[config.mk]
export PLATFORM = sky130hd
export DESIGN_NAME = cr_huf_comp_mc_sm_fifo_flat
export DESIGN_NICKNAME = d
export VERILOG_FILES = /design/src/rtl/cr_huf_comp_mc_sm_fifo_if.sv /design/src/rtl/cr_huf_comp_mc_sm_fifo.sv /design/src/flat_wrapper.sv
export SDC_FILE = /design/constraint.sdc
export NUM_CORES = 1
export LEC_CHECK = 0
export CAP_MARGIN = 20
export CELL_PAD_IN_SITES_DETAIL_PLACEMENT = 1
export CELL_PAD_IN_SITES_GLOBAL_PLACEMENT = 1
export CORE_MARGIN = 10
export CORE_UTILIZATION = 47
export DETAILED_ROUTE_END_ITERATION = 8
export HOLD_SLACK_MARGIN = 0.15
export PLACE_DENSITY_LB_ADDON = 0.1
export SLEW_MARGIN = 20
export SYNTH_ARGS = -nofsm -noshare
export SYNTH_HDL_FRONTEND = slang
export SYNTH_SLANG_ARGS = --single-unit
[constraint.sdc]
create_clock -name clk -period 9.95 [get_ports clk]
set_input_delay 0.995 -clock clk [delete_from_list [all_inputs] [get_ports clk]]
set_output_delay 0.995 -clock clk [all_outputs]
set_load 0.01 [all_outputs]
[src/rtl/cr_huf_comp_mc_sm_fifo_if.sv]
// Bundle of the per-channel push/pop/status signals of the multi-channel small FIFO.
// The master side pushes and pops. The slave side is the FIFO itself.
interface cr_huf_comp_mc_sm_fifo_if #(
    parameter int CHANNELS = 2,
    parameter int WIDTH    = 55,
    parameter int CW       = 3
);
    logic [CHANNELS-1:0]       wen;
    logic [CHANNELS-1:0]       ren;
    logic [CHANNELS-1:0]       clear;
    logic [CHANNELS*WIDTH-1:0] wdata;
    logic [CHANNELS*WIDTH-1:0] rdata;
    logic [CHANNELS*WIDTH-1:0] rdata_nxt;
    logic [CHANNELS-1:0]       empty;
    logic [CHANNELS-1:0]       full;
    logic [CHANNELS-1:0]       afull;
    logic [CHANNELS*CW-1:0]    used_slots;
    logic [CHANNELS*CW-1:0]    free_slots;
    logic [CHANNELS-1:0]       underflow;
    logic [CHANNELS-1:0]       overflow;

    modport master (
        output wen, ren, clear, wdata,
        input  rdata, rdata_nxt, empty, full, afull, used_slots, free_slots,
               underflow, overflow
    );

    modport slave (
        input  wen, ren, clear, wdata,
        output rdata, rdata_nxt, empty, full, afull, used_slots, free_slots,
               underflow, overflow
    );
endinterface

[src/rtl/cr_huf_comp_mc_sm_fifo.sv]
// Multi-channel small FIFO for the huffman compressor datapaths.
// CHANNELS independent circular queues of DEPTH x WIDTH, each with a head view
// (rdata) and a head+1 lookahead (rdata_nxt). A push into a full queue is
// accepted when a pop is accepted in the same cycle. Underflow/overflow are
// registered one-cycle pulses.
// Optional feature macro: CR_HUF_COMP_MC_FIFO_BYPASS_EN. When it is defined, a
// simultaneous push+pop on an empty queue passes wdata straight to rdata
// without storing it.
module cr_huf_comp_mc_sm_fifo #(
    parameter int CHANNELS     = 2,
    parameter int DEPTH        = 6,
    parameter int WIDTH        = 55,
    parameter int AFULL_THRESH = 4,
    parameter int DATA_RESET   = 0
) (
    input  logic                          clk,
    input  logic                          rst,
    cr_huf_comp_mc_sm_fifo_if.slave       fifo_io
);
    localparam int CW = $clog2(DEPTH + 1);
    localparam int PW = (DEPTH > 1) ? $clog2(DEPTH) : 1;

    // Circular increment that works for any DEPTH, not only powers of two.
    function automatic logic [PW-1:0] ptr_inc(input logic [PW-1:0] p);
        if (p == PW'(DEPTH - 1)) begin
            ptr_inc = {PW{1'b0}};
        end else begin
            ptr_inc = p + PW'(1);
        end
    endfunction

    for (genvar c = 0; c < CHANNELS; c++) begin : g_ch
        logic [PW-1:0]    rptr_q, rptr_d, wptr_q, wptr_d, rptr_nxt_s;
        logic [CW-1:0]    cnt_q, cnt_d;
        logic             uf_q, uf_d, of_q, of_d;
        logic [WIDTH-1:0] mem_q [DEPTH];
        logic             wen_s, ren_s, clr_s;
        logic [WIDTH-1:0] wdata_s;
        logic             empty_s, full_s, rd_ok_s, wr_ok_s, byp_s, mem_we_s;

        assign wen_s   = fifo_io.wen[c];
        assign ren_s   = fifo_io.ren[c];
        assign clr_s   = fifo_io.clear[c];
        assign wdata_s = fifo_io.wdata[c*WIDTH +: WIDTH];

        assign empty_s = (cnt_q == {CW{1'b0}});
        assign full_s  = (cnt_q == CW'(DEPTH));

`ifdef CR_HUF_COMP_MC_FIFO_BYPASS_EN
        // Pass-through only on an empty queue with both requests, never during a flush.
        assign byp_s = empty_s & wen_s & ren_s & ~clr_s;
`else
        assign byp_s = 1'b0;
`endif

        assign rd_ok_s    = ren_s & ~empty_s;
        // A bypassed word is consumed on the spot, so it is not stored.
        assign wr_ok_s    = wen_s & (~full_s | rd_ok_s) & ~byp_s;
        // A flush leaves storage untouched, including any push in that cycle.
        assign mem_we_s   = wr_ok_s & ~clr_s;
        assign rptr_nxt_s = ptr_inc(rptr_q);

        // Next-state pointers, count and error pulses for this channel.
        always_comb begin
            rptr_d = rptr_q;
            wptr_d = wptr_q;
            cnt_d  = cnt_q;
            uf_d   = 1'b0;
            of_d   = 1'b0;
            if (clr_s) begin
                rptr_d = {PW{1'b0}};
                wptr_d = {PW{1'b0}};
                cnt_d  = {CW{1'b0}};
            end else begin
                if (rd_ok_s) begin
                    rptr_d = ptr_inc(rptr_q);
                end else begin
                    rptr_d = rptr_q;
                end
                if (wr_ok_s) begin
                    wptr_d = ptr_inc(wptr_q);
                end else begin
                    wptr_d = wptr_q;
                end
                if (rd_ok_s && !wr_ok_s) begin
                    cnt_d = cnt_q - CW'(1);
                end else if (wr_ok_s && !rd_ok_s) begin
                    cnt_d = cnt_q + CW'(1);
                end else begin
                    cnt_d = cnt_q;
                end
                uf_d = ren_s & empty_s & ~byp_s;
                of_d = wen_s & full_s & ~rd_ok_s;
            end
        end

        // Pointer, count and error-pulse registers.
        always_ff @(posedge clk or posedge rst) begin
            if (rst) begin
                rptr_q <= {PW{1'b0}};
                wptr_q <= {PW{1'b0}};
                cnt_q  <= {CW{1'b0}};
                uf_q   <= 1'b0;
                of_q   <= 1'b0;
            end else begin
                rptr_q <= rptr_d;
                wptr_q <= wptr_d;
                cnt_q  <= cnt_d;
                uf_q   <= uf_d;
                of_q   <= of_d;
            end
        end

        if (DATA_RESET != 0) begin : g_mem_rst
            // Storage write port, cleared by reset.
            always_ff @(posedge clk or posedge rst) begin
                if (rst) begin
                    for (int i = 0; i < DEPTH; i++) begin
                        mem_q[i] <= {WIDTH{1'b0}};
                    end
                end else if (mem_we_s) begin
                    mem_q[wptr_q] <= wdata_s;
                end
            end
        end else begin : g_mem_nrst
            // Storage write port. Contents are not reset.
            always_ff @(posedge clk) begin
                if (mem_we_s) begin
                    mem_q[wptr_q] <= wdata_s;
                end
            end
        end

        assign fifo_io.rdata[c*WIDTH +: WIDTH]     = byp_s ? wdata_s : mem_q[rptr_q];
        assign fifo_io.rdata_nxt[c*WIDTH +: WIDTH] = mem_q[rptr_nxt_s];
        assign fifo_io.empty[c]                    = empty_s;
        assign fifo_io.full[c]                     = full_s;
        assign fifo_io.afull[c]                    = (cnt_q >= CW'(AFULL_THRESH));
        assign fifo_io.used_slots[c*CW +: CW]      = cnt_q;
        assign fifo_io.free_slots[c*CW +: CW]      = CW'(DEPTH) - cnt_q;
        assign fifo_io.underflow[c]                = uf_q;
        assign fifo_io.overflow[c]                 = of_q;
    end
endmodule

[src/flat_wrapper.sv]
// flat-port wrapper written by rule: the top's interface ports become plain ports
module cr_huf_comp_mc_sm_fifo_flat 
#(
    parameter int CHANNELS     = 2,
    parameter int DEPTH        = 6,
    parameter int WIDTH        = 55,
    parameter int AFULL_THRESH = 4,
    parameter int DATA_RESET   = 0
)
  (clk, rst, fifo_io_wen, fifo_io_ren, fifo_io_clear, fifo_io_wdata, fifo_io_rdata, fifo_io_rdata_nxt, fifo_io_empty, fifo_io_full, fifo_io_afull, fifo_io_used_slots, fifo_io_free_slots, fifo_io_underflow, fifo_io_overflow);
  cr_huf_comp_mc_sm_fifo_if #(.CHANNELS(CHANNELS), .WIDTH(WIDTH), .CW(3)) fifo_io_i ();
  input  logic clk;
  input  logic rst;
  input wire logic [$bits(fifo_io_i.wen)-1:0] fifo_io_wen;
  input wire logic [$bits(fifo_io_i.ren)-1:0] fifo_io_ren;
  input wire logic [$bits(fifo_io_i.clear)-1:0] fifo_io_clear;
  input wire logic [$bits(fifo_io_i.wdata)-1:0] fifo_io_wdata;
  output wire logic [$bits(fifo_io_i.rdata)-1:0] fifo_io_rdata;
  output wire logic [$bits(fifo_io_i.rdata_nxt)-1:0] fifo_io_rdata_nxt;
  output wire logic [$bits(fifo_io_i.empty)-1:0] fifo_io_empty;
  output wire logic [$bits(fifo_io_i.full)-1:0] fifo_io_full;
  output wire logic [$bits(fifo_io_i.afull)-1:0] fifo_io_afull;
  output wire logic [$bits(fifo_io_i.used_slots)-1:0] fifo_io_used_slots;
  output wire logic [$bits(fifo_io_i.free_slots)-1:0] fifo_io_free_slots;
  output wire logic [$bits(fifo_io_i.underflow)-1:0] fifo_io_underflow;
  output wire logic [$bits(fifo_io_i.overflow)-1:0] fifo_io_overflow;
  assign fifo_io_i.wen = fifo_io_wen;
  assign fifo_io_i.ren = fifo_io_ren;
  assign fifo_io_i.clear = fifo_io_clear;
  assign fifo_io_i.wdata = fifo_io_wdata;
  assign fifo_io_rdata = fifo_io_i.rdata;
  assign fifo_io_rdata_nxt = fifo_io_i.rdata_nxt;
  assign fifo_io_empty = fifo_io_i.empty;
  assign fifo_io_full = fifo_io_i.full;
  assign fifo_io_afull = fifo_io_i.afull;
  assign fifo_io_used_slots = fifo_io_i.used_slots;
  assign fifo_io_free_slots = fifo_io_i.free_slots;
  assign fifo_io_underflow = fifo_io_i.underflow;
  assign fifo_io_overflow = fifo_io_i.overflow;
  cr_huf_comp_mc_sm_fifo #(.CHANNELS(CHANNELS), .DEPTH(DEPTH), .WIDTH(WIDTH), .AFULL_THRESH(AFULL_THRESH), .DATA_RESET(DATA_RESET)) u_core (.clk(clk), .rst(rst), .fifo_io(fifo_io_i));
endmodule
# Word level (Yosys, flattened, before mapping)
# Memory sizes are Yosys's and may differ from the RTL's.
# Cells that the tools add are included.
# word_totals
regBits	22
latchBits	0
ram_bits	660
romBits	0
inputBits	118
out_inout_bits	242
elab_cells	94
n_memories	2
# op_classes
addsub	10
n_mul	0
div_mod_pow	0
order_cmp	2
n_eq_ne	6
shifts	0
n_mux	26
bitwise_logic	22
reduce_logical	16
# memory_table
memory	words	word_bits	rd	rd_clocked_by_memory_dff	wr	line_no	text
u_core.g_ch[0].mem_q	6	55	2	0	1	cr_huf_comp_mc_sm_fifo.sv:36	logic [WIDTH-1:0] mem_q [DEPTH];
u_core.g_ch[1].mem_q	6	55	2	0	1	cr_huf_comp_mc_sm_fifo.sv:36	
# ops
operator	count
$mux W3	18
$add A3 B1 Y3 const B	6
$eq A3 B3 Y1 const B	6
$and A1 B1 Y1	12
$mux W1	8
$not A1 Y1	8
$reduce_bool A2 Y1	4
$ge A3 B3 Y1 const B	2
$logic_not A3 Y1	2
$reduce_bool A3 Y1	2
$sub A3 B1 Y3 const B	2
$sub A3 B3 Y3 const A	2
$logic_and A1 B1 Y1	4
$logic_not A1 Y1	4
$or A1 B1 Y1	2

# Depth between registers and ports, before layout
# logic_depth
ltp_word	9
ltp_mapped	9
mapped_depth_nobuf	9

# Worst setup path before layout
# OpenSTA, ideal clock, no wires.
# synth_path
kind	input -> register
startpoint	in fifo_io_clear[1]
endpoint	mem u_core.g_ch[1].mem_q[0][0], enable pin
setup_ns	0.623
arrival_time_ns	7.053
required_time_ns	9.327
path_slack_ns	2.273
cell_stages	3
path_buffers	1
path_cell_list	clkbuf_1 -> nor2_1 -> nor4b_1
# synth_between
elab_chain_cells	4
# synth_lines
item	line_no	text
start: declaration	flat_wrapper.sv:16	input wire logic [$bits(fifo_io_i.clear)-1:0] fifo_io_clear;
$not A1 Y1	cr_huf_comp_mc_sm_fifo.sv:60	assign mem_we_s = wr_ok_s & ~clr_s;
$and A1 B1 Y1	cr_huf_comp_mc_sm_fifo.sv:60	
$mux W1	cr_huf_comp_mc_sm_fifo.sv:128	if (mem_we_s) begin
$mux W1 (not written as such)	cr_huf_comp_mc_sm_fifo.sv:129	mem_q[wptr_q] <= wdata_s;
end: declaration	cr_huf_comp_mc_sm_fifo.sv:36	
# Every way passes these cells.

# Worst setup path after layout
# layout_path
startpoint	reg u_core.g_ch[1].rptr_q[1]
endpoint	out fifo_io_rdata_nxt[87]
# layout_between
elab_chain_cells	3
word_cells_on_any_way	4
classes_between	add/sub (1); eq/ne (1); mux (1); memory (1)
# layout_lines
item	line_no	text
start: declaration	cr_huf_comp_mc_sm_fifo.sv:33	logic [PW-1:0] rptr_q, rptr_d, wptr_q, wptr_d, rptr_nxt_s;
start signal: assignment	cr_huf_comp_mc_sm_fifo.sv:100	rptr_q <= {PW{1'b0}};
start signal: assignment	cr_huf_comp_mc_sm_fifo.sv:106	rptr_q <= rptr_d;
$add A3 B1 Y3 or $eq A3 B3 Y1 (tied branches)	cr_huf_comp_mc_sm_fifo.sv:28, cr_huf_comp_mc_sm_fifo.sv:25	
$mux W3 *	cr_huf_comp_mc_sm_fifo.sv:25	if (p == PW'(DEPTH - 1)) begin
$mem_v2 Z6 W55 *	n/a	
end: declaration	flat_wrapper.sv:19	output wire logic [$bits(fifo_io_i.rdata_nxt)-1:0] fifo_io_rdata_nxt;
# Mark *: on every way between the ends. The rest lies on a longest branch, timed or not.

==> summary.md <==
| Metric | Value |
|---|---|
| Vias per cell | `5.89` |
| Tmin final | `5.39 ns` |
| Register share of total power | `37.5%` |
| H-tree level count | `3` |
| Placeable Area | `66000 um2` |
| Setup bufs post-CTS | `0` |
| Worst skew pair latency | `0.60 ns` |
| Syn nets | `2406` |
| Crit path arrival time | `4.40 ns` |
| Overall die width | `278 um` |
| Die H | `278 um` |
| Synth top area cells | `edfxtp_1 63%, mux2i_1 9.2%, mux4_2 4.8%, o21ai_0 4.0%, nand2_1 2.4%` |
| CTS Buffer Depth | `3` |
| Pins Over Slew Limit | `0` |
| Count of cell types in the netlist | `48` |
| Fmax achieved | `185 MHz` |
| PD cells | `234 nW/um2` |
| Post-Route WL | `89300 um` |
| Gr usage total | `22.5%` |
| Clk sinks | `682` |
| Post-synth EDFFs | `660` |
| Aggregate global routing overflow | `0` |
| Actual slew at the worst max-slew pin | `1.07 ns` |
| Critical path class | `flip-flop to output port` |
| PostCTS Resize Cnt | `0` |
| IO Port Bufs | `359` |
| Hold crit path type | `flip-flop to flip-flop` |
| Die outline area | `77500 um2` |
| Fin. Hold Viols | `0` |
| Initial antenna violation count | `14` |
| Fin nets | `2696` |
| Post-route cell area | `38000 um2` |
| FF+latch count, synth | `682` |
| Number of max-cap violations | `0` |
| Critical Path RT | `8.96 ns` |
| Status | `complete, no violations` |
| Share of cells above drive strength 1 | `8.83%` |
| Switching Power | `2.66 mW` |
| Final setup fails | `0` |
| First-pass GRT wire length | `136000 um` |
| Clock root cell | `clkbuf_16` |
| YS warnings | `0` |
| Area Growth Syn to Fin | `21.1%` |
| Via count | `20600` |
| IO Pins | `360` |
| Combinational Power Share | `31.3%` |
| Initial Util | `47.5%` |
| Syn Inst Count | `2280` |
| Clock group share of total power | `31.2%` |
| Slew margin rel. | `28.4%` |
| Commonest non-fill, non-tap cells in the layout | `660 x edfxtp_1, 359 x clkdlybuf4s50_1, 288 x mux2i_1` |
| Mapped Avg Cell Area | `13.8 um2` |
| Sequential fraction of the synthesis area | `65.0%` |
| Ys async rst share | `3.23%` |
| Area post-placement | `35500 um2` |
| Most common flop cell mapped by yosys | `edfxtp_1` |
| Tot Pwr | `8.90 mW` |
| RSZ-0062 raised after global routing | `false` |
| Switching share of power | `29.9%` |
| Non-Filler Instances | `3495` |
| Setup TNS Final | `0 ns` |
| Cell accounting for the most synthesized area | `edfxtp_1` |
| Post-layout util | `57.6%` |
| Pin count of the biggest net entering global routing | `122` |
| Hold-fix buffer count after cts | `0` |
| CTS Buf Count | `74` |
| DP HPWL | `54500 um` |
| Setup Skew | `0.0227 ns` |
| Commonest non-fill, non-tap cell in the layout | `edfxtp_1` |
| Inst Count DP | `3358` |
| Final RePlAce weighted congestion | `0.782` |
| Nature of the critical path endpoint | `output port` |
| Peak supply drop | `0.139 mV` |
| Drt first pass iters | `5` |
| WL/cell | `25.6 um` |
| Int Power | `6.24 mW` |
| DR iter-0 viols | `1509` |
| Rows | `94` |
| Post-Synthesis Cell Area | `31400 um2` |
| CTS tree | `yes` |
| Post-DRT Antenna Nets | `0` |
| Reg clk slew, reported paths | `0.06 ns` |
| Startpoint Class | `flip-flop` |
| Top cell type's share of synthesized area | `63.2%` |
| Vias in the first global route | `22600` |
| DRC violations left | `0` |
| Final worst-path cycle share | `54.2%` |
| Critical-path maximum fanout | `59` |
| Lkg Pwr | `12.5 nW` |
==> area by class of cell <==
| type | count | area (um2) |
|---|---|---|
| clock buffers | 91 | 2000 |
| repair buffers | 394 | 3860 |
| diodes | 5 | 12.5 |
| clock inverters | 41 | 442 |
| multi-input cells | 1391 | 10100 |
| well taps | 864 | 1080 |
| flip-flops and latches | 682 | 20400 |
| inverters | 27 | 103 |
| fillers | 6244 | 28000 |
==> state kept, by name, summed over array words and instances, names as in the netlist <==
| register | count |
|---|---|
| u_core.g_ch.cnt_q | 6 |
| u_core.g_ch.mem_q | 660 |
| u_core.g_ch.of_q | 2 |
| u_core.g_ch.rptr_q | 6 |
| u_core.g_ch.uf_q | 2 |
| u_core.g_ch.wptr_q | 6 |
==> power groups by stage <==
stage               Sequential, mW  Combinational, mW  Clock (mW)
detailed placement            3.39               2.81           0
finish                        3.33               2.79        2.78
CTS                           3.33               2.83        2.84
global route                  3.35               3.00        2.96
global placement              3.38               2.76           0
floorplan                     3.33               1.55           0
==> synthesized netlist by cell type, drive strengths merged, types with 21 or more instances <==
library cell    n
a21oi          98
a221o          45
a32oi          22
and3           46
buf            99
clkbuf         81
dfrtp          22
edfxtp        660
inv            27
mux2i         289
mux4           67
nand2         197
nand2b         21
nor2          146
nor2b         103
o21ai         254
==> worst max-delay path, cell delays in order (launching register included) <==
cell and delay (ns):
dfrtp_4 0.93, buf_4 0.84, nand2b_1 0.56, o32ai_1 0.28, nor2_1 0.06, o21ai_0 0.32
clkdlybuf4s50_1 0.61
==> cell families after synthesis <==
family	synth area share (%)
AOI/OAI and AO/OA	9.06
xor gates and xnor gates	0.168
adders and majority gates	0.367
buffers and inverters	3.19
DFF	65.0
muxes	14.2
and+or+nand+nor	8.10
==> path summary, 6_finish.rpt <==
check,startpoint,endpoint,slack [ns],cells after the start
worst max register to register,u_core.g_ch[0].cnt_q[0]$_DFFE_PP0P_,u_core.g_ch[0].mem_q[2][33]$_DFFE_PP_,6.58,7
worst min register to register,u_core.g_ch[1].wptr_q[1]$_DFFE_PP0P_,u_core.g_ch[1].wptr_q[1]$_DFFE_PP0P_,0.60,1
worst min-delay path,u_core.g_ch[1].wptr_q[1]$_DFFE_PP0P_,u_core.g_ch[1].wptr_q[1]$_DFFE_PP0P_,0.60,1
max in group asynchronous,rst,u_core.g_ch[0].rptr_q[0]$_DFFE_PP0P_,8.62,2
min in group asynchronous,rst,u_core.g_ch[0].of_q$_DFF_PP0_,0.81,2
worst max-delay path,u_core.g_ch[1].rptr_q[1]$_DFFE_PP0P_,fifo_io_rdata_nxt[87],4.56,6
==> metrics by stage <==
stage | setup WS (ns) | hold slack, ns
global route | 4.31 | 0.622
CTS | 4.56 | 0.606
finish | 4.56 | 0.602
global placement | 5.19 | 0.570
detailed placement | 5.21 | 0.592
floorplan | 2.27 | 0.529
==> layer usage <==
metal | part of all wire, % | global-route usage [%] | vias to the layer above
met5 | 0.13 | 0 | -
met2 | 53 | 41.0 | 516
met1 | 39 | 25.8 | 10700
met3 | 5.9 | 5.10 | 135
li1 | - | - | 9270
met4 | 2.3 | 7.64 | 18
No activity file was read; power rests on OpenSTA's default activity.
